--- src/rtl/axi_lite_pkg.sv ---
// Shared types for the AXI4-Lite register blocks: response codes and FSM states.
package axi_lite_pkg;

    typedef enum logic [1:0] {
        OKAY   = 2'b00,
        SLVERR = 2'b10
    } resp_t;

    typedef enum logic {
        W_IDLE = 1'b0,
        W_RESP = 1'b1
    } w_state_t;

    typedef enum logic {
        R_IDLE = 1'b0,
        R_DATA = 1'b1
    } r_state_t;

endpackage

--- src/rtl/axi_lite_strb_merge.sv ---
// Byte-strobe merge: each byte comes from wdata where its strobe is set, else from old_val.
module axi_lite_strb_merge #(
    parameter int DATA_WIDTH = 32
) (
    input  logic [DATA_WIDTH-1:0]   old_val,
    input  logic [DATA_WIDTH-1:0]   wdata,
    input  logic [DATA_WIDTH/8-1:0] wstrb,
    output logic [DATA_WIDTH-1:0]   merged
);

    for (genvar k = 0; k < DATA_WIDTH/8; k++) begin : g_byte
        assign merged[k*8 +: 8] = wstrb[k] ? wdata[k*8 +: 8] : old_val[k*8 +: 8];
    end

endmodule

--- src/rtl/axi_lite_reg_bank.sv ---
// AXI4-Lite slave register bank with per-register RO/RW mode and independent
// read/write channels. All channel outputs are registered.
module axi_lite_reg_bank
    import axi_lite_pkg::*;
#(
    parameter int                   DATA_WIDTH = 32,
    parameter int                   ADDR_WIDTH = 4,
    parameter int                   NUM_REGS   = 4,
    parameter logic [NUM_REGS-1:0]  RO_MASK    = {{(NUM_REGS-1){1'b0}}, 1'b1}
) (
    input  logic                           clk,
    input  logic                           rst,
    input  logic [ADDR_WIDTH-1:0]          s_awaddr,
    input  logic                           s_awvalid,
    output logic                           s_awready,
    input  logic [DATA_WIDTH-1:0]          s_wdata,
    input  logic [DATA_WIDTH/8-1:0]        s_wstrb,
    input  logic                           s_wvalid,
    output logic                           s_wready,
    output logic [1:0]                     s_bresp,
    output logic                           s_bvalid,
    input  logic                           s_bready,
    input  logic [ADDR_WIDTH-1:0]          s_araddr,
    input  logic                           s_arvalid,
    output logic                           s_arready,
    output logic [DATA_WIDTH-1:0]          s_rdata,
    output logic [1:0]                     s_rresp,
    output logic                           s_rvalid,
    input  logic                           s_rready,
    input  logic [NUM_REGS*DATA_WIDTH-1:0] ro_in,
    output logic [NUM_REGS*DATA_WIDTH-1:0] rw_out,
    output logic [NUM_REGS-1:0]            wr_pulse
);

    localparam int IDX_W  = ADDR_WIDTH - 2;
    localparam int STRB_W = DATA_WIDTH / 8;

    w_state_t w_state;
    r_state_t r_state;
    resp_t    bresp_q;
    resp_t    rresp_q;

    logic [DATA_WIDTH-1:0] regs   [NUM_REGS];
    logic [DATA_WIDTH-1:0] merged [NUM_REGS];

    // Write-side capture registers: AW and W may land in different cycles.
    logic              aw_done, w_done;
    logic [IDX_W-1:0]  awidx_q;
    logic [DATA_WIDTH-1:0] wdata_q;
    logic [STRB_W-1:0] wstrb_q;

    logic              aw_hs, w_hs, aw_have, w_have, commit;
    logic [IDX_W-1:0]  wr_idx;
    logic [DATA_WIDTH-1:0] wr_data;
    logic [STRB_W-1:0] wr_strb;
    logic [NUM_REGS-1:0] wr_sel;
    logic              wr_ok;

    logic              ar_hs, rd_hit;
    logic [IDX_W-1:0]  rd_idx;
    logic [DATA_WIDTH-1:0] rd_val;

    // Low address bits are ignored by the decode; ro_in slices of RW registers are never read.
    logic unused_bits;
    assign unused_bits = ^{s_awaddr[1:0], s_araddr[1:0], ro_in};

    assign aw_hs   = s_awvalid & s_awready;
    assign w_hs    = s_wvalid & s_wready;
    assign aw_have = aw_hs | aw_done;
    assign w_have  = w_hs | w_done;
    assign commit  = (w_state == W_IDLE) & aw_have & w_have;

    // A channel handshaking this cycle supplies its live values; otherwise use the captured ones.
    assign wr_idx  = aw_hs ? s_awaddr[ADDR_WIDTH-1:2] : awidx_q;
    assign wr_data = w_hs ? s_wdata : wdata_q;
    assign wr_strb = w_hs ? s_wstrb : wstrb_q;

    assign ar_hs   = s_arvalid & s_arready;
    assign rd_idx  = s_araddr[ADDR_WIDTH-1:2];

    // Write decode: one-hot select; only in-range RW targets succeed.
    always_comb begin
        wr_sel = '0;
        for (int i = 0; i < NUM_REGS; i++)
            wr_sel[i] = (wr_idx == IDX_W'(i));
        wr_ok = |(wr_sel & ~RO_MASK);
    end

    // Read decode: RO registers come straight from ro_in, out-of-range reads return 0.
    always_comb begin
        rd_hit = 1'b0;
        rd_val = '0;
        for (int i = 0; i < NUM_REGS; i++) begin
            if (rd_idx == IDX_W'(i)) begin
                rd_hit = 1'b1;
                rd_val = RO_MASK[i] ? ro_in[i*DATA_WIDTH +: DATA_WIDTH] : regs[i];
            end
        end
    end

    for (genvar i = 0; i < NUM_REGS; i++) begin : g_reg
        axi_lite_strb_merge #(.DATA_WIDTH(DATA_WIDTH)) u_merge (
            .old_val (regs[i]),
            .wdata   (wr_data),
            .wstrb   (wr_strb),
            .merged  (merged[i])
        );
        assign rw_out[i*DATA_WIDTH +: DATA_WIDTH] = RO_MASK[i] ? '0 : regs[i];
    end

    // Register storage: updated on the commit edge for RW targets only.
    always_ff @(posedge clk or posedge rst) begin
        if (rst) begin
            for (int i = 0; i < NUM_REGS; i++) regs[i] <= '0;
        end else if (commit) begin
            for (int i = 0; i < NUM_REGS; i++)
                if (wr_sel[i] && !RO_MASK[i]) regs[i] <= merged[i];
        end
    end

    // Write FSM: capture AW/W independently, commit once both held, then hold B until accepted.
    always_ff @(posedge clk or posedge rst) begin
        if (rst) begin
            w_state   <= W_IDLE;
            s_awready <= 1'b0;
            s_wready  <= 1'b0;
            s_bvalid  <= 1'b0;
            bresp_q   <= OKAY;
            aw_done   <= 1'b0;
            w_done    <= 1'b0;
            awidx_q   <= '0;
            wdata_q   <= '0;
            wstrb_q   <= '0;
            wr_pulse  <= '0;
        end else begin
            wr_pulse <= '0;
            case (w_state)
                W_IDLE: begin
                    if (aw_hs) begin
                        aw_done <= 1'b1;
                        awidx_q <= s_awaddr[ADDR_WIDTH-1:2];
                    end
                    if (w_hs) begin
                        w_done  <= 1'b1;
                        wdata_q <= s_wdata;
                        wstrb_q <= s_wstrb;
                    end
                    if (commit) begin
                        w_state   <= W_RESP;
                        s_awready <= 1'b0;
                        s_wready  <= 1'b0;
                        s_bvalid  <= 1'b1;
                        bresp_q   <= wr_ok ? OKAY : SLVERR;
                        wr_pulse  <= wr_sel & ~RO_MASK;
                        aw_done   <= 1'b0;
                        w_done    <= 1'b0;
                    end else begin
                        s_awready <= ~aw_have;
                        s_wready  <= ~w_have;
                    end
                end
                W_RESP: begin
                    if (s_bready) begin
                        w_state   <= W_IDLE;
                        s_bvalid  <= 1'b0;
                        s_awready <= 1'b1;
                        s_wready  <= 1'b1;
                    end
                end
                default: w_state <= W_IDLE;
            endcase
        end
    end

    // Read FSM: latch data/response on AR acceptance, hold until R accepted.
    always_ff @(posedge clk or posedge rst) begin
        if (rst) begin
            r_state   <= R_IDLE;
            s_arready <= 1'b0;
            s_rvalid  <= 1'b0;
            s_rdata   <= '0;
            rresp_q   <= OKAY;
        end else begin
            case (r_state)
                R_IDLE: begin
                    if (ar_hs) begin
                        r_state   <= R_DATA;
                        s_arready <= 1'b0;
                        s_rvalid  <= 1'b1;
                        s_rdata   <= rd_val;
                        rresp_q   <= rd_hit ? OKAY : SLVERR;
                    end else begin
                        s_arready <= 1'b1;
                    end
                end
                R_DATA: begin
                    if (s_rready) begin
                        r_state   <= R_IDLE;
                        s_rvalid  <= 1'b0;
                        s_arready <= 1'b1;
                    end
                end
                default: r_state <= R_IDLE;
            endcase
        end
    end

    assign s_bresp = bresp_q;
    assign s_rresp = rresp_q;

endmodule

--- config.mk ---
export PLATFORM = sky130hd
export DESIGN_NAME = axi_lite_reg_bank
export DESIGN_NICKNAME = d
export VERILOG_FILES = /design/src/rtl/axi_lite_pkg.sv /design/src/rtl/axi_lite_strb_merge.sv /design/src/rtl/axi_lite_reg_bank.sv
export SDC_FILE = /design/constraint.sdc
export NUM_CORES = 1
export LEC_CHECK = 0
export CAP_MARGIN = 20
export CELL_PAD_IN_SITES_DETAIL_PLACEMENT = 1
export CELL_PAD_IN_SITES_GLOBAL_PLACEMENT = 2
export CORE_MARGIN = 8
export CORE_UTILIZATION = 29
export DETAILED_ROUTE_END_ITERATION = 10
export GPL_TIMING_DRIVEN = 0
export HOLD_SLACK_MARGIN = 0.12
export PLACE_DENSITY = 0.81
export SETUP_SLACK_MARGIN = 0.05
export SLEW_MARGIN = 25
export SYNTH_ARGS = -nofsm -noshare
export SYNTH_HDL_FRONTEND = slang
export SYNTH_HIERARCHICAL = 1
export SYNTH_SLANG_ARGS = --single-unit
export TNS_END_PERCENT = 30
--- constraint.sdc ---
create_clock -name clk -period 17.3 [get_ports clk]
set_input_delay 5.19 -clock clk [delete_from_list [all_inputs] [get_ports clk]]
set_output_delay 5.19 -clock clk [all_outputs]
set_load 0.01 [all_outputs]
==> flow_summary.ini <==
[status]
status = complete, no violations

[placed_design]
dp_worst_setup_slack_ns = 9.19
place_congestion = 0.698
place_hpwl_mm = 21.6
place_area_um2 = 12700
port_buffers = 214
dp.cells = 1326

[drt]
post_drt_wl_per_cell_um = 21.7
first_iter_violations = 135
vias = 6164
drtAntennaViolNets = 0
via_per_inst = 4.54
routed_wl_mm = 29.5
drt_first_pass_iters = 4
drc = 0

[sta]
setup_viol = 0
fin_setup_tns_ns = 0
timing_hold_violations_final = 0
fin_crit_ns = 7.54
fin_crit_sh_pct = 43.6
fin_skew_ns = 0.0102
fmax_mhz = 133
max_slew_margin_pct = 33.7
rsz0062_at_grt = no
finalMaxSlewViolations = 0
worst_pin_slew_ns = 0.994
hold_slack_ns = 0.476
setup_ws_ns = 9.76

[critical_path]
reg2reg_to = rw_out[117]$_DFFE_PP0P_
crit_fanout = 10
critPathMaxStageDelay_ns = 0.65
r2r_slack_ns = 14.50
crit_buf_inv = 3
cp-end-kind = flip-flop
crit_start = s_wvalid
critical_path_class = input port to flip-flop
cpLargestDelayFamily = buffers and inverters
worstPathRequired_ns = 17.62
cp_slowest_cell = clkbuf_1
worstPathArrival_ns = 7.86
crit_chain = clkdlybuf4s50_1 > nand2_1 > clkbuf_1 > mux2_2 > buf_6 > mux2_4 > mux2_4
worst_setup_path_start_kind = input port
rr_startpoint = s_wready$_DFFE_PP0P_
r2r_cells = 6
crit_end = rw_out[117]$_DFFE_PP0P_
cp.depth = 7
critPathMostFrequentCell = mux2_4

[die]
die_height_um = 200
core-area_um2 = 33400
dieArea_um2 = 40000
die_w_um = 200
pin_count = 352
start_util_pct = 29.4
rows = 67

[clock_network]
cts_hold_buf = 0
clk_path_buf_depth = 2
clock_latency_ns = 0.44
cts_setup_buffers = 0
cts_inserted_buffers = 17
htreeDepth = 4
root_buffer = clkbuf_16
clkSinkCount = 180
cts-resized-gates = 0
cts_tree = built
cts.reportedPaths.clkPinSlew_ns = 0.07

[synth]
yosysMostFrequentCell = dfrtp_1
yosysSeqAreaShare_pct = 45.9
avgSynthCellArea_um2 = 15.6
ys.flop_type = dfrtp_1
synth.distinct_cells = 27
yosys_warnings = 6
ys_ff_latch = 180
yosysTopAreaCellShare_pct = 45.9
syn_area_um2 = 9820
synth_edf_count = 0
synth.largest_area_cell = dfrtp_1
synthTopCellsByArea = dfrtp_1 (46%), mux2_2 (20%), mux2_4 (19%)
ys_async_sr_fraction_pct = 100
synth_common_cells = dfrtp_1 (180), mux2_2 (173), mux2_4 (125), buf_4 (35), mux4_2 (32)
postSynthCellCount = 628

[layout]
area_growth_pct = 35.4
fill_cells = 3448
drive_above_1_share_pct = 47.1
fin_cells = 1357
num_antenna_cells = 0
finalInstanceArea_um2 = 13300
utilization_pct = 39.7
fin_nets = 1076

[grt]
grt_pass1_wl_mm = 44.5
track_usage_pct = 14.9
grt_start_max_net_pins = 86
overflow = 0
antenna_found_initial = 0
grt_pass1_vias = 6875

[pwr]
power.density_nw_per_um2 = 190
p_leak_nw = 5.97
vdd_drop_max_uv = 76.8
p_total_mw = 2.52

[worst_hold_path]
min_path_type = flip-flop to flip-flop

[job]
cap_violations = 0
==> worst reg2reg max path, cell delays in order, from the launching register on <==
cell	delay, ns
dfrtp_1	0.42
nand2_1	0.39
clkbuf_1	0.65
mux2_2	0.46
buf_6	0.18
mux2_4	0.31
mux2_4	0.27
==> cell type report <==
cell class                      count  area (um^2)  share of cell area (%)
Sequential cell                   180         4500                    33.9
Multi-Input combinational cell    400         4880                    36.7
Clock inverter                     14          151                    1.14
Buffer                             77          548                    4.12
Clock buffer                       17          425                    3.20
Inverter                            5         26.3                   0.198
Tap cell                          448          561                    4.22
Timing Repair Buffer              216         2200                    16.5
==> layer usage <==
metal	track usage (%)	routed length [um]
met3	3.72	1710
met2	25.1	14700
met4	3.19	234
met5	0	0
met1	19.0	12800
==> cell usage in the layout, fill, tap and decap left out, types with 3 or more instances in the layout <==
cell type and count:
nand2_1 11, clkdlybuf4s50_1 214, inv_6 6, buf_6 15, mux2_4 125, mux2_2 173
mux4_2 32, clkbuf_16 17, buf_2 11, inv_1 4, a21oi_1 3, clkinv_2 3
conb_1 35, dfrtp_1 180, clkbuf_1 13, nor2_1 4, buf_4 35
==> worst min path at each step <==
stage                     slack (ns)                   end  cells after the start            startpoint
after floorplan                 0.46   aw_done$_DFFE_PP0P_                      1   aw_done$_DFFE_PP0P_
after global placement          0.46  s_rvalid$_DFFE_PP0P_                      2  s_rvalid$_DFFE_PP0P_
after detailed placement        0.47  s_rvalid$_DFFE_PP0P_                      2  s_rvalid$_DFFE_PP0P_
after CTS                       0.48  s_rvalid$_DFFE_PP0P_                      2  s_rvalid$_DFFE_PP0P_
after global routing            0.51  s_bvalid$_DFFE_PP0P_                      2  s_bvalid$_DFFE_PP0P_
final                           0.48  s_rvalid$_DFFE_PP0P_                      2  s_rvalid$_DFFE_PP0P_
==> sequential cells by signal, indices dropped and copies added, names as in the netlist, 2 cells and up <==
register / cells
wstrb_q: 4
wr_pulse: 3
awidx_q: 2
rw_out: 96
wdata_q: 32
s_rdata: 32
==> where the power goes <==
group / total, mW / internal (mW) / switching (mW)
Combinational: 1.33 / 0.854 / 0.475
Sequential: 0.797 / 0.623 / 0.174
Clock: 0.393 / 0.214 / 0.178
Total: 2.52 / 1.69 / 0.828
==> logic make-up after synthesis <==
logic type | synth area share (%)
multiplexers | 46.5
flip-flops | 45.9
buffers and inverters | 5.75
AND/OR/NAND/NOR | 1.24
AO/OA/AOI/OAI | 0.599
other | 0.0382
Note: power is estimated with default switching activity, not from simulation.
